==> src/rtl/mult_pkg.sv <==
// -----------------------------------------------------------------------------
// mult_pkg
// Shared encodings for the sequential 8x8 multiplier job issuer.
//  - MS_* : controller state_out encodings as seen on mult_state.
//  - issuer_state_e : issuer FSM states S_IDLE/S_START/S_WAIT/S_RESP.
//  - start_allowed() : controller states in which a start pulse may be sent.
// -----------------------------------------------------------------------------
package mult_pkg;

   localparam logic [2:0] MS_IDLE      = 3'b000;
   localparam logic [2:0] MS_INIT      = 3'b001;
   localparam logic [2:0] MS_CALC      = 3'b010;
   localparam logic [2:0] MS_SHIFT     = 3'b011;
   localparam logic [2:0] MS_CALC_DONE = 3'b100;
   localparam logic [2:0] MS_ERR       = 3'b101;

   typedef enum logic [1:0] {
      S_IDLE  = 2'd0,
      S_START = 2'd1,
      S_WAIT  = 2'd2,
      S_RESP  = 2'd3
   } issuer_state_e;

   // The controller only listens for start in IDLE; ERR is also accepted so
   // that a retry can kick a controller that has just faulted.
   function automatic logic start_allowed(input logic [2:0] ms);
      return (ms == MS_IDLE) || (ms == MS_ERR);
   endfunction

endpackage

==> src/rtl/mult_job_issuer_if.sv <==
// -----------------------------------------------------------------------------
// mult_job_issuer_if
// Bundles the issuer's request port, response port and multiplier controller
// link.
//  - slave  : the issuer's view (accepts requests, drives the controller,
//             produces responses).
//  - master : the host/controller side view.
// Signals: req_valid/req_ready/req_a/req_b, op_a/op_b/start, done/mult_state/
//          product, rsp_valid/rsp_ready/rsp_product/rsp_err, busy.
// -----------------------------------------------------------------------------
interface mult_job_issuer_if;

   logic        req_valid;
   logic        req_ready;
   logic [7:0]  req_a;
   logic [7:0]  req_b;
   logic [7:0]  op_a;
   logic [7:0]  op_b;
   logic        start;
   logic        done;
   logic [2:0]  mult_state;
   logic [15:0] product;
   logic        rsp_valid;
   logic        rsp_ready;
   logic [15:0] rsp_product;
   logic        rsp_err;
   logic        busy;

   modport slave (
      input  req_valid, req_a, req_b, done, mult_state, product, rsp_ready,
      output req_ready, op_a, op_b, start, rsp_valid, rsp_product, rsp_err, busy
   );

   modport master (
      output req_valid, req_a, req_b, done, mult_state, product, rsp_ready,
      input  req_ready, op_a, op_b, start, rsp_valid, rsp_product, rsp_err, busy
   );

endinterface

==> src/rtl/mult_watchdog.sv <==
// -----------------------------------------------------------------------------
// mult_watchdog
// Saturating cycle counter guarding the wait for controller done.
// Ports:
//  clk, reset_a : clock, synchronous active-high reset.
//  clear_i      : zero the count (start pulse cycle).
//  en_i         : count this cycle (waiting for done).
//  reached_o    : this enabled cycle brings the count to TIMEOUT_CYC.
// -----------------------------------------------------------------------------
module mult_watchdog
   import mult_pkg::*;
#(
   parameter int TIMEOUT_CYC = 8
) (
   input  logic clk,
   input  logic reset_a,
   input  logic clear_i,
   input  logic en_i,
   output logic reached_o
);

   localparam int CNT_W = $clog2(TIMEOUT_CYC + 1);
   localparam logic [CNT_W-1:0] LIMIT    = CNT_W'(TIMEOUT_CYC);
   localparam logic [CNT_W-1:0] LIMIT_M1 = CNT_W'(TIMEOUT_CYC - 1);

   logic [CNT_W-1:0] cnt_q, cnt_d;

   always_comb begin
      cnt_d = cnt_q;
      if (clear_i) begin
         cnt_d = '0;
      end else if (en_i && (cnt_q != LIMIT)) begin
         cnt_d = cnt_q + CNT_W'(1);
      end
   end

   // Flag the cycle whose increment reaches the limit, so the abort decision
   // is taken in the TIMEOUT_CYC-th waiting cycle rather than one later.
   assign reached_o = en_i && !clear_i && (cnt_q >= LIMIT_M1);

   always_ff @(posedge clk) begin
      if (reset_a) begin
         cnt_q <= '0;
      end else begin
         cnt_q <= cnt_d;
      end
   end

endmodule

==> src/rtl/mult_job_issuer.sv <==
// -----------------------------------------------------------------------------
// mult_job_issuer
// Host side of the sequential 8x8 multiplier start/done protocol. Takes an
// operand pair on the request port, holds it on op_a/op_b, pulses start,
// waits for done and returns the 16-bit product on the response port. A
// watchdog aborts a hung or errored job, re-issues it up to MAX_RETRY times
// and then reports rsp_err with a zero product.
// Parameters: TIMEOUT_CYC (>= 5) cycles from start to abort; MAX_RETRY.
// Ports:
//  clk, reset_a : clock, synchronous active-high reset.
//  bus (slave)  : request, response and controller link, see
//                 mult_job_issuer_if.
// -----------------------------------------------------------------------------
module mult_job_issuer
   import mult_pkg::*;
#(
   parameter int TIMEOUT_CYC = 8,
   parameter int MAX_RETRY   = 1
) (
   input  logic             clk,
   input  logic             reset_a,
   mult_job_issuer_if.slave bus
);

   localparam int RETRY_W = (MAX_RETRY > 0) ? $clog2(MAX_RETRY + 1) : 1;
   localparam logic [RETRY_W-1:0] RETRY_MAX = RETRY_W'(MAX_RETRY);

   issuer_state_e      state_q, state_d;
   logic [7:0]         op_a_q, op_a_d;
   logic [7:0]         op_b_q, op_b_d;
   logic [15:0]        rsp_product_q, rsp_product_d;
   logic               rsp_err_q, rsp_err_d;
   logic               rsp_valid_q, rsp_valid_d;
   logic [RETRY_W-1:0] retry_q, retry_d;

   logic start_s;
   logic wd_clear;
   logic wd_en;
   logic wd_reached;

   mult_watchdog #(
      .TIMEOUT_CYC (TIMEOUT_CYC)
   ) u_wd (
      .clk       (clk),
      .reset_a   (reset_a),
      .clear_i   (wd_clear),
      .en_i      (wd_en),
      .reached_o (wd_reached)
   );

   always_comb begin
      state_d       = state_q;
      op_a_d        = op_a_q;
      op_b_d        = op_b_q;
      rsp_product_d = rsp_product_q;
      rsp_err_d     = rsp_err_q;
      rsp_valid_d   = rsp_valid_q;
      retry_d       = retry_q;
      start_s       = 1'b0;
      wd_clear      = 1'b0;
      wd_en         = 1'b0;

      case (state_q)
         S_IDLE: begin
            if (bus.req_valid) begin
               op_a_d  = bus.req_a;
               op_b_d  = bus.req_b;
               state_d = S_START;
            end
         end

         S_START: begin
            // Hold the pulse off while the controller is mid-operation.
            if (start_allowed(bus.mult_state)) begin
               start_s  = 1'b1;
               wd_clear = 1'b1;
               state_d  = S_WAIT;
            end
         end

         S_WAIT: begin
            wd_en = 1'b1;
            // done takes priority over a coincident timeout or ERR.
            if (bus.done) begin
               rsp_product_d = bus.product;
               rsp_err_d     = 1'b0;
               rsp_valid_d   = 1'b1;
               state_d       = S_RESP;
            end else if (wd_reached || (bus.mult_state == MS_ERR)) begin
               if (retry_q < RETRY_MAX) begin
                  retry_d = retry_q + RETRY_W'(1);
                  state_d = S_START;
               end else begin
                  rsp_product_d = '0;
                  rsp_err_d     = 1'b1;
                  rsp_valid_d   = 1'b1;
                  state_d       = S_RESP;
               end
            end
         end

         S_RESP: begin
            if (bus.rsp_ready) begin
               rsp_valid_d = 1'b0;
               retry_d     = '0;
               state_d     = S_IDLE;
            end
         end

         default: begin
            state_d = S_IDLE;
         end
      endcase
   end

   always_ff @(posedge clk) begin
      if (reset_a) begin
         state_q       <= S_IDLE;
         op_a_q        <= '0;
         op_b_q        <= '0;
         rsp_product_q <= '0;
         rsp_err_q     <= 1'b0;
         rsp_valid_q   <= 1'b0;
         retry_q       <= '0;
      end else begin
         state_q       <= state_d;
         op_a_q        <= op_a_d;
         op_b_q        <= op_b_d;
         rsp_product_q <= rsp_product_d;
         rsp_err_q     <= rsp_err_d;
         rsp_valid_q   <= rsp_valid_d;
         retry_q       <= retry_d;
      end
   end

   assign bus.req_ready   = (state_q == S_IDLE);
   assign bus.busy        = (state_q != S_IDLE);
   assign bus.start       = start_s;
   assign bus.op_a        = op_a_q;
   assign bus.op_b        = op_b_q;
   assign bus.rsp_valid   = rsp_valid_q;
   assign bus.rsp_product = rsp_product_q;
   assign bus.rsp_err     = rsp_err_q;

endmodule
==> src/flat_wrapper.sv <==
// flat-port wrapper written by rule: the top's interface ports become plain ports
module mult_job_issuer_flat import mult_pkg::*;
#(
   parameter int TIMEOUT_CYC = 8,
   parameter int MAX_RETRY   = 1
)
  (clk, reset_a, bus_req_valid, bus_req_a, bus_req_b, bus_done, bus_mult_state, bus_product, bus_rsp_ready, bus_req_ready, bus_op_a, bus_op_b, bus_start, bus_rsp_valid, bus_rsp_product, bus_rsp_err, bus_busy);
  mult_job_issuer_if bus_i ();
  input  logic clk;
  input  logic reset_a;
  input wire logic [$bits(bus_i.req_valid)-1:0] bus_req_valid;
  input wire logic [$bits(bus_i.req_a)-1:0] bus_req_a;
  input wire logic [$bits(bus_i.req_b)-1:0] bus_req_b;
  input wire logic [$bits(bus_i.done)-1:0] bus_done;
  input wire logic [$bits(bus_i.mult_state)-1:0] bus_mult_state;
  input wire logic [$bits(bus_i.product)-1:0] bus_product;
  input wire logic [$bits(bus_i.rsp_ready)-1:0] bus_rsp_ready;
  output wire logic [$bits(bus_i.req_ready)-1:0] bus_req_ready;
  output wire logic [$bits(bus_i.op_a)-1:0] bus_op_a;
  output wire logic [$bits(bus_i.op_b)-1:0] bus_op_b;
  output wire logic [$bits(bus_i.start)-1:0] bus_start;
  output wire logic [$bits(bus_i.rsp_valid)-1:0] bus_rsp_valid;
  output wire logic [$bits(bus_i.rsp_product)-1:0] bus_rsp_product;
  output wire logic [$bits(bus_i.rsp_err)-1:0] bus_rsp_err;
  output wire logic [$bits(bus_i.busy)-1:0] bus_busy;
  assign bus_i.req_valid = bus_req_valid;
  assign bus_i.req_a = bus_req_a;
  assign bus_i.req_b = bus_req_b;
  assign bus_i.done = bus_done;
  assign bus_i.mult_state = bus_mult_state;
  assign bus_i.product = bus_product;
  assign bus_i.rsp_ready = bus_rsp_ready;
  assign bus_req_ready = bus_i.req_ready;
  assign bus_op_a = bus_i.op_a;
  assign bus_op_b = bus_i.op_b;
  assign bus_start = bus_i.start;
  assign bus_rsp_valid = bus_i.rsp_valid;
  assign bus_rsp_product = bus_i.rsp_product;
  assign bus_rsp_err = bus_i.rsp_err;
  assign bus_busy = bus_i.busy;
  mult_job_issuer #(.TIMEOUT_CYC(TIMEOUT_CYC), .MAX_RETRY(MAX_RETRY)) u_core (.clk(clk), .reset_a(reset_a), .bus(bus_i));
endmodule
==> config.mk <==
export PLATFORM = sky130hd
export DESIGN_NAME = mult_job_issuer_flat
export DESIGN_NICKNAME = d
export VERILOG_FILES = /design/src/rtl/mult_pkg.sv /design/src/rtl/mult_job_issuer_if.sv /design/src/rtl/mult_watchdog.sv /design/src/rtl/mult_job_issuer.sv /design/src/flat_wrapper.sv
export SDC_FILE = /design/constraint.sdc
export NUM_CORES = 1
export LEC_CHECK = 0
export CAP_MARGIN = 25
export CELL_PAD_IN_SITES_DETAIL_PLACEMENT = 0
export CELL_PAD_IN_SITES_GLOBAL_PLACEMENT = 1
export CORE_ASPECT_RATIO = 0.6
export CORE_UTILIZATION = 28
export CTS_BUF_LIST = sky130_fd_sc_hd__clkbuf_4 sky130_fd_sc_hd__clkbuf_8
export DETAILED_ROUTE_END_ITERATION = 16
export HOLD_SLACK_MARGIN = 0.02
export PLACE_DENSITY_LB_ADDON = 0.1
export SYNTH_ARGS = -nofsm -noshare
export SYNTH_HDL_FRONTEND = slang
export SYNTH_SLANG_ARGS = --single-unit
==> constraint.sdc <==
create_clock -name clk -period 1.7 [get_ports clk]
set_clock_uncertainty 0.2 [all_clocks]
set_input_delay 0.34 -clock clk [delete_from_list [all_inputs] [get_ports clk]]
set_output_delay 0.34 -clock clk [all_outputs]
set_load 0.05 [all_outputs]
* Yosys cells after proc, flatten, opt, wreduce, memory -nomap -nowiden
Index checks and enable logic that the tools add are counted.
Word-level totals: register bits after elaboration 41, output and inout port bits 37, input bits 40
Operators by class: reductions and logical operators 17, mux-type cells 23, equal/unequal tests 14, add/sub/neg operators 2, order comparisons 2
Operators with widths (count):
- $mux 16 | 3
- $mux 2 | 6
- $mux 1 | 11
- $ne 2x2->1 const B | 4
- $pmux 2 s4 | 1
- $reduce_and 4->1 | 2
- $ne 2x1->1 const B | 3
- $reduce_bool 2->1 | 3
- $reduce_and 5->1 | 1
- $add 4x1->4 const B | 1
- $eq 2x2->1 const B | 2
- $ge 4x3->1 const B | 1
- $ne 4x4->1 const B | 1
- $pmux 1 s2 | 2
- $eq 3x3->1 const B | 1
- $logic_and 1x1->1 | 3
- $logic_not 3->1 | 1
- $ne 3x2->1 const B | 1
- $ne 3x3->1 const B | 1
- $reduce_and 3->1 | 1
- $eq 2x1->1 const B | 1
- $logic_not 2->1 | 1
- $logic_or 1x1->1 | 2
- $reduce_and 2->1 | 1
- 4 further kinds | 4

* Longest topological paths before layout
Gate-level depths: netlist of the first run.
depth in word-level cells 11, depth in mapped cells 7, mapped depth without buffers 6

* Modules after synthesis
Synthesis of the first run repeated with hierarchy kept, for this count alone.
Second synthesis, totals: cells, all modules 172, area, all modules 1647.8 um^2
By module, submodules not included:
- mult_job_issuer | cells an instance 146, sequential area each 740.7 um^2, area an instance 1421.4 um^2, instances 1
- mult_watchdog | cells an instance 26, sequential area each 80.1 um^2, area an instance 226.5 um^2, instances 1

* Least setup slack after synthesis of the first run
No wires, ideal clock.
path kind register to register, from reg u_core.state_q[0], to reg u_core.u_wd.cnt_q[0], arrival time 1.879 ns, period minus slack after synthesis 2.193 ns, slack -0.493 ns, library setup time 0.115 ns, cell stages (with the launch flop) 6, cell sequence dfxtp_1 > buf_6 > inv_2 > nor4_2 > or2_2 > nor2_1
Between the ends: cells in the longest elaborated chain, start to end 3, elaborated cells on any way between the ends 6
RTL lines:
- start: declaration | line mult_job_issuer.sv:28 | issuer_state_e state_q, state_d;
- start signal: assignment | line mult_job_issuer.sv:126 | state_q <= state_d;
- $eq 2x1->1
- $mux 1
- via bus_start | line flat_wrapper.sv:21 | output wire logic [$bits(bus_i.start)-1:0] bus_start;
- $reduce_or 2->1 (no source line)
- end signal: assignment | line mult_watchdog.sv:45 | cnt_q <= cnt_d;
- end: declaration | line mult_watchdog.sv:26 | logic [CNT_W-1:0] cnt_q, cnt_d;
The timed path passes the listed nets, and every way through them passes these cells. A chain may end at the register's enable or synchronous reset.

* Worst setup path in the final report of the first run
from reg u_core.state_q[1], to out bus_start
Between the ends: cells in the longest elaborated chain, start to end 2
RTL lines:
- $eq 2x1->1 | line mult_job_issuer.sv:63 | case (state_q)
- $mux 1 | line mult_job_issuer.sv:63
- end: declaration | line flat_wrapper.sv:21
Every way passes these cells.

==> flow_metrics.py, run 1 <==
metrics = {
    "setup_path": {
        "critical_path_class": "reg -> out",
        "crit_arrival_ps": 1210,
        "crit_fanout": 4,
        "critPathLaunchType": "flip-flop",
        "critPathRequiredTime_ps": 1160,
        "endpoint_kind": "output pin",
    },
    "final_layout": {
        "final_net_count": 341,
        "antenna_cells": 0,
        "area_growth_syn_to_layout_pct": 83.9,
        "drive_gt1_frac": 0.310,
        "final_cell_area_mm2": 0.00323,
    },
    "drt": {
        "route.detailed.drc": 0,
        "drtIter0Drc": 66,
        "wl_um": 5000,
        "vias": 1685,
        "first_pass_iters": 4,
        "vias_per_cell": 4.43,
        "ant_nets": 0,
        "avgRoutedWirePerCell_um": 13.2,
    },
    "clocking": {
        "cts_tree": "done",
        "clock_path_buffers": 2,
        "cts_root_buffer": "clkbuf_8",
        "h-tree-depth": 2,
        "numCtsBuffers": 5,
        "clkSinkCount": 41,
        "cts_hold_buf": 0,
        "insertion_delay_ps": 280,
        "clk_pin_slew_ps": 70,
    },
    "global_routing": {
        "grt_pass1_wl_um": 7920,
        "antenna_found_initial": 0,
        "grtUsageTotal": 0.153,
        "grt_overflow": 0,
        "grt_max_degree": 17,
        "grt_pass1_vias": 1607,
    },
    "timing": {
        "whs_ps": 292,
        "hold_violations": 0,
        "finalSetupViolCount": 3,
        "finalCritPeriodShare": 1.03,
        "tightest_slew_ps": 319,
        "timing.final.ws_setup_ps": -49.4,
        "fin_setup_tns_ps": -77.3,
        "rsz0062_at_grt": "true",
        "post-route-min-period_ps": 1750,
        "slew-limit-headroom": 0.786,
        "max_freq_ghz": 0.572,
        "slew_violations": 0,
    },
    "flow_run": {
        "drv_cap": 0,
    },
    "synthesis": {
        "async_flop_share": 0,
        "syn_avg_cell_area_um2": 8.50,
        "yosys-top-cells-area": "dfxtp_1, nand2_1, a21oi_1",
        "netlist_area_mm2": 0.00176,
        "synth_top_area_frac": 0.467,
        "yosysUniqueCellTypes": 41,
        "synth_cells": 207,
        "yosysSeqAreaShare": 0.467,
        "ys.flop_type": "dfxtp_1",
        "synth_fp_nets": 249,
        "ys_ff_latch": 41,
        "synth_warnings": 0,
        "synth-edff-count": 0,
        "synth.most_common_cell": "nand2_1",
        "synth_top_cells_by_count": "nand2_1, dfxtp_1, a21oi_1",
        "yosysTopAreaCell": "dfxtp_1",
    },
    "placed_design": {
        "detailedPlace.worstSlack_ps": -299,
        "placed_area_mm2": 0.00306,
        "hpwl_um": 3490,
        "gp_congestion": 0.805,
        "io_buffers": 76,
    },
    "floorplan": {
        "dieArea_mm2": 0.00661,
        "boundaryPins": 77,
        "die_w_um": 104,
        "row_count": 21,
        "fp.dieH_um": 63.4,
        "initial_core_util": 0.303,
        "coreArea_mm2": 0.00581,
    },
    "power": {
        "cellLeakagePower_nw": 1.20,
        "ir_drop_mv": 0.386,
        "p_per_area_mw_per_mm2": 818,
        "power_mw": 2.65,
    },
    "worst_hold_path": {
        "hp-class": "reg -> reg",
    },
    "run_status": {
        "run_status": "complete, but fails checks",
        "failed_checks": "negative setup slack",
    },
}
-- sequential cells by signal, summed over array words and instances (netlist names) --
name / flops
u_core.retry_q: 1
u_core.bus.rsp_valid: 1
u_core.bus.rsp_err: 1
u_core.u_wd.cnt_q: 4
u_core.bus.op_a: 8
u_core.bus.rsp_product: 16
u_core.state_q: 2
u_core.bus.op_b: 8
-- cell families (layout without fill, tap and decap cells) --
| group | count (synthesis) | in the layout | synth area share |
|---|---|---|---|
| AO/OA/AOI/OAI | 49 | 50 | 0.191 |
| XOR/XNOR | 4 | 4 | 0.0199 |
| adder cells (fa/ha/maj) | 2 | 2 | 0.0142 |
| buffers and inverters | 18 | 110 | 0.0633 |
| flip-flops | 41 | 41 | 0.467 |
| multiplexers | 1 | 1 | 0.00569 |
| AND/OR/NAND/NOR | 92 | 92 | 0.239 |
-- layout by cell type, fill, tap and decap left out, types with 3 or more instances in the layout --
master / Yosys / routed
buf_4: 3 / 16
a21oi_2: 11 / 11
a21oi_1: 24 / 24
buf_12: 0 / 40
inv_1: 6 / 6
nor2_1: 3 / 3
clkbuf_8: 0 / 7
clkdlybuf4s50_1: 0 / 36
nand2b_1: 3 / 3
dfxtp_1: 41 / 39
nand2_1: 70 / 69
-- final cells by class --
| type | count | area (µm²) |
|---|---|---|
| Clock buffer | 7 | 96.3 |
| Clock inverter | 1 | 5.00 |
| Fill cell | 529 | 2570 |
| Inverter | 7 | 28.8 |
| Multi-Input combinational cell | 149 | 870 |
| Sequential cell | 41 | 828 |
| Tap cell | 80 | 100 |
| Timing Repair Buffer | 95 | 1310 |
-- timing repair --
item / in CTS / in global routing
cloned: 0 / 1
buffers inserted: 3 / 2
resized for setup: 11 / 3
endpoints found under the setup margin: 1 / 9
pin swaps: 2 / 3
-- worst max-delay path, stage by stage, from the launching register on --
cell and delay [ps]:
dfxtp_4 370, nor4_4 370, buf_12 180
-- layer usage --
metal / part of all wire / vias to the layer above / wire (µm) / GRT usage
li1: - / 867 / - / -
met1: 0.51 / 762 / 2540 / 0.214
met2: 0.41 / 51 / 2050 / 0.214
met3: 0.071 / 5 / 356 / 0.0590
met4: 0.010 / 0 / 51 / 0.0500
met5: 0 / - / 0 / 0
-- metrics by stage --
step,instances,util
after CTS,377,0.550
after global placement,366,0.527
after detailed placement,366,0.527
after global routing,380,0.557
final,380,0.557
after floorplan,207,-
-- path summary, 6_finish.rpt --
path | start | end | slack (ps) | cells past startpoint
worst max-delay path | u_core.state_q[1] | bus_start | -50 | 2
worst min-delay path | u_core.bus.op_a[7] | u_core.bus.op_a[7] | 290 | 2
worst max register to register | u_core.u_wd.cnt_q[0] | u_core.state_q[1] | -10 | 6
worst min register to register | u_core.bus.op_a[7] | u_core.bus.op_a[7] | 290 | 2
-- where the power goes --
part	switching (mW)	internal, mW
Clock	0.319	0.367
Sequential	0.0646	1.02
Combinational	0.435	0.443
Total	0.819	1.83
(Power assumes the default switching activity.)
==> inputs of run 2 (changes only) <==
--- a/config.mk
+++ b/config.mk
@@ -5,11 +5,12 @@
 export SDC_FILE = /design/constraint.sdc
 export NUM_CORES = 1
 export LEC_CHECK = 0
+export ABC_AREA = 1
 export CAP_MARGIN = 25
 export CELL_PAD_IN_SITES_DETAIL_PLACEMENT = 0
 export CELL_PAD_IN_SITES_GLOBAL_PLACEMENT = 1
 export CORE_ASPECT_RATIO = 0.6
-export CORE_UTILIZATION = 28
+export CORE_UTILIZATION = 26
 export CTS_BUF_LIST = sky130_fd_sc_hd__clkbuf_4 sky130_fd_sc_hd__clkbuf_8
 export DETAILED_ROUTE_END_ITERATION = 16
 export HOLD_SLACK_MARGIN = 0.02
==> run 2 against run 1 <==
  * The flow now finishes without violations
  * Combinational power grew to 2.9 times the previous value
  * Highest routed layer unchanged
  * Clock power increased by 3%
  * Largest cell class unchanged
  * Worst setup slack better by 70 ps
  * Largest power group is now combinational cells
  * First-iteration DRC count fell by 38%
  * Synthesized cell count up 7.2%
  * Cell area down 2.2%
==> flow_metrics.py, run 2 <==
metrics = {
    "synthesis": {
        "yosysUniqueCellTypes": 24,
        "synth.most_common_cell": "nand2_1",
        "yosys-top-cells-area": "dfxtp_1, nand2_1, nor2_1",
        "yosysTopAreaCell": "dfxtp_1",
        "synth_cells": 222,
        "netlist_area_mm2": 0.00165,
        "ys_ff_latch": 41,
        "yosysSeqAreaShare": 0.497,
        "synth_top_cells_by_count": "nand2_1, nor2_1, dfxtp_1",
        "synth_fp_nets": 264,
        "synth_warnings": 0,
        "synth-edff-count": 0,
        "synth_top_area_frac": 0.497,
        "ys.flop_type": "dfxtp_1",
        "syn_avg_cell_area_um2": 7.45,
        "async_flop_share": 0,
    },
    "floorplan": {
        "die_w_um": 105,
        "coreArea_mm2": 0.00611,
        "boundaryPins": 77,
        "row_count": 22,
        "initial_core_util": 0.270,
        "fp.dieH_um": 63.8,
        "dieArea_mm2": 0.00669,
    },
    "power": {
        "cellLeakagePower_nw": 1.27,
        "p_per_area_mw_per_mm2": 1470,
        "ir_drop_mv": 0.657,
    },
    "timing": {
        "hold_violations": 0,
        "slew-limit-headroom": 0.719,
        "tightest_slew_ps": 420,
        "max_freq_ghz": 0.595,
        "post-route-min-period_ps": 1680,
        "rsz0062_at_grt": "true",
        "fin_setup_tns_ps": 0,
        "finalCritPeriodShare": 0.988,
        "finalSetupViolCount": 0,
        "slew_violations": 0,
    },
    "clocking": {
        "clkSinkCount": 41,
        "clk_pin_slew_ps": 80,
        "cts_tree": "done",
        "cts_hold_buf": 0,
        "clock_path_buffers": 2,
        "cts_root_buffer": "clkbuf_8",
        "insertion_delay_ps": 290,
        "h-tree-depth": 2,
        "numCtsBuffers": 5,
    },
    "final_layout": {
        "seq_area_um2": 828,
        "multi_input_area_um2": 793,
        "final_net_count": 358,
        "mostFrequentLayoutCells": "nand2_1, nor2_1, buf_12",
        "antenna_cells": 0,
        "largest_reg_flops": 16,
        "stdcell_count": 401,
        "fin_util": 0.518,
        "layout_commonest_cell": "nand2_1",
        "area_growth_syn_to_layout_pct": 91.4,
        "fillCellCount": 579,
        "drive_gt1_frac": 0.271,
        "final_cell_area_mm2": 0.00316,
    },
    "placed_design": {
        "gp_congestion": 0.723,
        "placed_area_mm2": 0.00298,
        "hpwl_um": 3360,
        "io_buffers": 76,
        "dp.cells": 388,
    },
    "setup_path": {
        "endpoint_kind": "output pin",
        "cpLargestDelayFamily": "flip-flops",
        "crit_fanout": 5,
        "max_stage_delay_ps": 330,
        "crit_arrival_ps": 1140,
        "crit_buf_inv": 3,
        "worstPathCellList": "buf_6, nor2_4, inv_6, buf_12",
        "slowest_stage": "dfxtp_2",
        "critical_path_class": "reg -> out",
        "critPathLaunchType": "flip-flop",
        "critPathRequiredTime_ps": 1160,
    },
    "drt": {
        "vias": 1713,
        "ant_nets": 0,
        "first_pass_iters": 4,
        "drtIter0Drc": 41,
        "vias_per_cell": 4.27,
        "wl_um": 4780,
        "avgRoutedWirePerCell_um": 11.9,
        "route.detailed.drc": 0,
    },
    "global_routing": {
        "grt_pass1_wl_um": 7490,
        "grt_max_degree": 19,
        "antenna_found_initial": 0,
        "grt_overflow": 0,
        "grtUsageTotal": 0.145,
        "grt_pass1_vias": 1572,
    },
    "flow_run": {
        "drv_cap": 0,
    },
    "worst_hold_path": {
        "hp-class": "reg -> reg",
    },
    "run_status": {
        "run_status": "finished, final reports clean",
    },
}
-- run 2: cell types whose count changed after synthesis, sizes merged, moves of 2 or more --
| cell | delta |
|---|---|
| a21oi | -14 |
| a31oi | -2 |
| buf | -3 |
| inv | +8 |
| nand2 | -19 |
| nand2b | -4 |
| nand3 | +6 |
| nand3b | -2 |
| nor2 | +46 |
| nor2b | -2 |
| o21ai | +17 |
| o22ai | -2 |
-- run 2: per-stage QoR --
step | total power, mW | hold WS, ps | worst slack (ps)
floorplan | 2.62 | 241 | 8.84
global placement | 3.85 | 267 | -215
detailed placement | 3.86 | 270 | -240
finish | 4.65 | 283 | 20.2
global route | 4.92 | 311 | -60.8
CTS | 4.61 | 288 | -3.81
-- run 2: cell families (layout without fill, tap and decap cells) --
family / Yosys count / count (layout) / share of synthesized area
AO/OA/AOI/OAI: 41 / 41 / 0.129
AND/OR/NAND/NOR: 113 / 115 / 0.288
flip-flops: 41 / 41 / 0.497
XOR/XNOR: 2 / 2 / 0.0106
adder cells (fa/ha/maj): 2 / 2 / 0.0151
buffers and inverters: 23 / 116 / 0.0613
-- run 2: cell type report --
type,count,area share
timing repair buffer,93,0.403
tap,84,0.0332
sequential,41,0.262
inverter,15,0.0194
clock inverter,1,0.00158
clock buffer,7,0.0305
multi-input combinational,160,0.251
-- run 2: final timing paths --
| check | start | endpoint | slack (ps) | cells past startpoint |
|---|---|---|---|---|
| max | u_core.state_q[0] | bus_busy | 20 | 4 |
| max reg2reg | u_core.state_q[0] | u_core.retry_q | 120 | 5 |
| min | u_core.retry_q | u_core.retry_q | 280 | 2 |
| min reg2reg | u_core.retry_q | u_core.retry_q | 280 | 2 |
-- run 2: timing repair --
item	CTS	global route
gates cloned	0	2
buffers inserted	2	1
endpoints found under the hold margin	0	0
pin swaps	6	3
setup endpoints to repair	2	20
gates resized for setup	9	9
-- run 2: worst reg2reg max path, cell delays in order, from the launching register on --
cell	delay (ps)
dfxtp_2	340
buf_6	120
nand3_1	310
buf_4	260
a41oi_1	180
nor2_1	50
-- run 2: per-layer routing --
layer / track usage / vias to the layer above / wire length [µm]
met5: 0 / - / 0
met4: 0.0581 / 0 / 48
met3: 0.0714 / 5 / 437
met1: 0.190 / 768 / 2430
met2: 0.202 / 45 / 1860
li1: - / 895 / -
-- run 2: report_power, final --
part	switching [mW]	total [mW]	internal, mW
combinational	1.41	2.57	1.16
sequential	0.210	1.38	1.17
clock	0.338	0.705	0.367
total	1.96	4.65	2.70
==> RTL edit 1, RTL diff (settings of run 1) <==
Encoding of `issuer_state_e`: now one-hot (4 bits for 4 states).
--- a/src/rtl/mult_pkg.sv
+++ b/src/rtl/mult_pkg.sv
@@ -16,7 +16,7 @@
 
-   typedef enum logic [1:0] {
-      S_IDLE  = 2'd0,
-      S_START = 2'd1,
-      S_WAIT  = 2'd2,
-      S_RESP  = 2'd3
+   typedef enum logic [3:0] {
+      S_IDLE  = 4'b0001,
+      S_START = 4'b0010,
+      S_WAIT  = 4'b0100,
+      S_RESP  = 4'b1000
    } issuer_state_e;
Behaviour: no difference found for any inputs over 10 cycles, from zero or initial values and one cycle with reset_a high; not proved beyond that.
==> RTL edit 1 against run 1 <==
The flow still finishes with violations (setup timing); worst setup slack worse by 210 ps; design area rose by 6.3%; wire length up 7.3%; synthesized area fell by 3.1%; power rose by 4.6%; sequential cell count grew 2; synthesized cell count down 8.7%; fmax fell by 11%; critical endpoint unchanged.
==> RTL edit 1: results (changes against run 1) <==
| Metric | Value |
|---|---|
| Final non-filler cell total | `375 (-1.3%)` |
| Final setup fails | `23 (+20)` |
| Minimum hold slack | `292 ps (-0.187 ps)` |
| Synth unique cells | `36 (-12%)` |
| Failing checks | `setup timing` |
| Met1 Use GR | `25.0% (+3.6 points)` |
| Area of the multi-input gates | `921 um^2 (+5.9%)` |
| CP top delay family | `simple AND/OR/NAND/NOR gates` |
| Reg-to-Reg End | `u_core.bus.rsp_product[13]` |
| Worst Min Path Start | `u_core.bus.op_a[3]` |
| Filler instances | `497 (-6.0%)` |
| GR Layer Usage met3 | `7.05% (+1.1 points)` |
| Wl on met1 | `2760 um (+8.4%)` |
| DR iter-0 viols | `27 (-59%)` |
| Syn Nets | `231 (-7.2%)` |
| Synthesized area per cell | `9.02 um^2 (+6.1%)` |
| CP Max Fanout | `3 (-1)` |
| Seq/Total Area, Yosys | `50.5% (+3.9 points)` |
| NonClk Buf Share | `41.4% (+1.0 points)` |
| Invs w/o clock | `5 (-2)` |
| Routability cong. | `0.771 (-4.2%)` |
| Worst r2r src | `u_core.state_q[3]` |
| CTS clk-pin slew, worst paths | `90 ps (+20 ps)` |
| Setup WS post-layout | `-256 ps (-207 ps)` |
| Maximum vdd drop | `0.383 mV (-0.74%)` |
| Design area | `3440 um^2 (+6.3%)` |
| FF+latch count | `43 (+4.9%)` |
| Non-clk bufs | `106 (+12%)` |
| Post-Place Worst Slack | `-377 ps (-78.4 ps)` |
| WL met3 | `421 um (+18%)` |
| Top cells by count, synth | `43 x dfxtp_1, 38 x nand2_1, 21 x a21oi_1` |
| Met2 usage | `22.6% (+1.2 points)` |
| First-pass GRT wire length | `8300 um (+4.8%)` |
| Worst Hold End | `u_core.bus.op_a[3]` |
| Seq/total area | `25.3% (-0.35 points)` |
| Via Count | `1706 (+1.2%)` |
| Reg-to-reg slack, setup | `-250 ps (-240 ps)` |
| Worst rel slew slack | `75.8% (-2.8 points)` |
| Static leakage | `1.35 nW (+12%)` |
| Yosys warning total | `0 (unchanged)` |
| Hold crit path type | `reg -> reg` |
| Placement Cell Area | `3120 um^2 (+1.9%)` |
| Largest net degree at the start of global routing | `25 (+8)` |
| Hpwl dp | `3710 um (+6.1%)` |
| Outcome | `complete, but fails checks` |
| R2R cell count | `4 (-2)` |
| Min Clock Period, post-route | `1960 ps (+207 ps)` |
| Synth area leaders | `dfxtp_1 51%, nand2_1 8.4%, a21oi_1 6.2%` |
| DRT Wirelength | `5360 um (+7.3%)` |
## RTL edit 1: changes by cell type after synthesis, sizes merged, moves of 3 or more
cell | run 1 | this run
nand2b | 4 | 0
a21oi | 35 | 21
a22oi | 1 | 4
nor3b | 0 | 3
a22o | 0 | 12
o21ai | 2 | 6
nand2 | 71 | 38
buf | 9 | 4
clkbuf | 2 | 6
nor2 | 5 | 11
## RTL edit 1: logic make-up after synthesis
logic type               Yosys count  share of synthesized area [%]
AO/OA/AOI/OAI                     52                           20.6
buffers and inverters             15                           4.33
AND/OR/NAND/NOR                   72                           20.6
XOR/XNOR                           5                           2.57
adder cells (fa/ha/maj)            2                           1.47
flip-flops                        43                           50.5
## RTL edit 1: timing repair
action / in CTS / in global routing
gates resized for setup: 19 / 13
hold buffers: 0 / 0
endpoints found under the setup margin: 27 / 45
gates cloned: 1 / 2
buffers inserted: 4 / 1
pin swaps: 17 / 14
hold endpoints to repair: 0 / 0
## RTL edit 1: worst max-delay path by stage
| stage | start | end | slack, ps | depth (start not counted) |
|---|---|---|---|---|
| after floorplan | u_core.state_q[3] | u_core.bus.op_a[0] | -480 | 8 |
| after global placement | bus_mult_state[2] | u_core.bus.rsp_product[14] | -360 | 5 |
| after detailed placement | bus_mult_state[2] | u_core.bus.rsp_product[4] | -380 | 5 |
| after CTS | u_core.state_q[2] | bus_start | -270 | 3 |
| after global routing | u_core.state_q[2] | bus_start | -310 | 3 |
| final | u_core.state_q[2] | bus_start | -260 | 3 |
## RTL edit 1: report_power, final
group | switching, mW | leakage, nW | total [mW] | internal [mW]
Clock | 0.366 | 0.0505 | 0.736 | 0.370
Sequential | 0.0530 | 0.350 | 1.11 | 1.06
Combinational | 0.443 | 0.951 | 0.920 | 0.477
==> RTL edit 2, RTL diff (settings of run 1) <==
Made on the original files. `TIMEOUT_CYC` is set to 8 in 3 places; all go to 16.
--- a/src/rtl/mult_watchdog.sv
+++ b/src/rtl/mult_watchdog.sv
@@ -12,3 +12,3 @@
 #(
-   parameter int TIMEOUT_CYC = 8
+   parameter int TIMEOUT_CYC = 16
 ) (
--- a/src/rtl/mult_job_issuer.sv
+++ b/src/rtl/mult_job_issuer.sv
@@ -16,3 +16,3 @@
 #(
-   parameter int TIMEOUT_CYC = 8,
+   parameter int TIMEOUT_CYC = 16,
    parameter int MAX_RETRY   = 1
--- a/src/flat_wrapper.sv
+++ b/src/flat_wrapper.sv
@@ -3,3 +3,3 @@
 #(
-   parameter int TIMEOUT_CYC = 8,
+   parameter int TIMEOUT_CYC = 16,
    parameter int MAX_RETRY   = 1
Function: same outputs for any inputs over 10 cycles, from zero or initial values and one cycle with reset_a high; that may be too few to reach the edited logic, so the function may still have changed.
==> RTL edit 2 against run 1 <==
The flow still finishes with violations (setup timing); combinational power increased by 4.3%; cell count increased by 5.8%; count of clock-buffer cells in the layout decreased by 1; synthesized area increased by 10%; wire length increased by 8.8%; sequential cell count increased by 1; design area increased by 8.7%; sequential share of layout area decreased by 1.5 points; clock power decreased by 3%; core utilization decreased by 3.0 points; worst setup slack improved by 26 ps; power increased by 2.2%; critical path type unchanged; largest cell class unchanged; highest routed layer unchanged.
==> RTL edit 2: results (changes against run 1) <==
| Metric | Value |
|---|---|
| Crit path DAT | `1180 ps (-30 ps)` |
| Mux cell area share after synthesis | `0% (-0.57 points)` |
| Seq/Total Area, Yosys | `43.4% (-3.3 points)` |
| Fin nets | `357 (+4.7%)` |
| Final setup fails | `2 (-1)` |
| Yosys warning total | `0 (unchanged)` |
| Vias in the first global route | `1785 (+11%)` |
| Placement Cell Area | `3320 um^2 (+8.5%)` |
| Outcome | `complete, but fails checks` |
| Static leakage | `1.31 nW (+8.6%)` |
| Clock Tree Buf Depth | `2 (unchanged)` |
| DR iter-0 viols | `69 (+4.5%)` |
| CP Max Fanout | `2 (-2)` |
| Gr usage total | `15.3% (about the same)` |
| Worst-margin pin slew | `314 ps (-4.61 ps)` |
| Antenna violations before repair | `0 (unchanged)` |
| Leading register cell type out of synthesis | `dfxtp_1` |
| Clock network power share | `24.7% (-1.2 points)` |
| Dpl cells | `392 (+7.1%)` |
| DRT Wirelength | `5440 um (+8.8%)` |
| Top cells by count, synth | `52 x nand2_1, 42 x dfxtp_1, 21 x a21oi_1` |
| Post-Place Worst Slack | `-322 ps (-23.8 ps)` |
| Int Power | `1.84 mW (+0.45%)` |
| Setup WS post-layout | `-23.7 ps (+25.7 ps)` |
| Via Count | `1908 (+13%)` |
| Complex-gate fraction of the synthesized area | `26.3% (+7.1 points)` |
| Vias per Instance | `4.75 (+7.0%)` |
| Routability cong. | `0.760 (-5.6%)` |
| First-pass GRT wire length | `8600 um (+8.6%)` |
| CTS clk-pin slew, worst paths | `80 ps` |
| Post-synth ARST share | `0% (unchanged)` |
| Worst-skew pair later-pin latency | `290 ps` |
| Max reg flops | `16 (unchanged)` |
| Hpwl dp | `3930 um (+12%)` |
| Hold crit path type | `reg -> reg` |
| Filler instances | `597 (+13%)` |
| Sequential power | `1.12 mW (+4%)` |
| Syn Nets | `264 (+6.0%)` |
| Number of diodes | `0 (unchanged)` |
| Failing checks | `setup timing` |
| Synth unique cells | `44 (+7.3%)` |
| Adder-cell share of the synthesized area | `1.94% (+0.51 points)` |
| Post-Synth XOR/XNOR Area | `0.452% (-1.5 points)` |
| Synth area leaders | `dfxtp_1 43%, nand2_1 10%, a32oi_1 6.8%` |
| Maximum vdd drop | `0.526 mV (+36%)` |
| CP top delay family | `flip-flops` |
| Cells after Synth | `221 (+6.8%)` |
| Layout cells sized above 1 | `34.3% (+3.3 points)` |
| Largest net degree at the start of global routing | `25 (+8)` |
| Max incr delay on CP | `350 ps (-20 ps)` |
-- RTL edit 2: cell count changes in the layout (fill, tap and decap cells not counted), moves of 3 or more --
cell	run 1	this run
a21oi_1	24	21
a21oi_2	11	0
a32oi_1	0	15
buf_6	0	3
dfxtp_2	0	3
nand2_1	69	52
nand3_1	2	5
o21ai_1	0	6
o21ai_2	0	15
-- RTL edit 2: through the flow --
stage / setup TNS [ps] / power (mW) / utilization, %
finish: -31.5 / 2.71 / 52.7
global route: -682 / 2.83 / 52.7
CTS: -114 / 2.75 / 51.7
detailed placement: -8240 / 2.04 / 49.8
global placement: -8010 / 2.04 / 49.8
floorplan: -8.20 / 1.57 / -
-- RTL edit 2: path summary, 6_finish.rpt --
check	startpoint	endpoint	slack, ps	depth (start not counted)
max	u_core.state_q[1]	bus_req_ready	-20	4
min	u_core.bus.op_a[3]	u_core.bus.op_a[3]	290	2
max reg2reg	u_core.u_wd.cnt_q[0]	u_core.bus.rsp_product[11]	10	7
min reg2reg	u_core.bus.op_a[3]	u_core.bus.op_a[3]	290	2
-- RTL edit 2: metal layers --
layer	routed length (um)	track usage, %	part of all wire, %	vias up
met1	2780	21.8	51	867
met3	356	4.24	6.5	4
met2	2280	23.0	42	53
li1	-	-	-	984
met4	31	2.83	0.57	0
met5	0	0	0	-
-- RTL edit 2: final cells by class --
| class | count | area share [%] |
|---|---|---|
| clock inverter | 2 | 0.356 |
| sequential | 42 | 24.1 |
| inverter | 8 | 0.854 |
| clock buffer | 6 | 2.35 |
| timing repair buffer | 101 | 39.3 |
| tap | 87 | 3.09 |
| multi-input combinational | 156 | 30.0 |
-- RTL edit 2: repair_timing --
action	4_1_cts	5_1_grt
pin swaps	5	21
setup endpoints to repair	6	21
buffers inserted	2	0
cloned	0	1
resized for setup	12	9
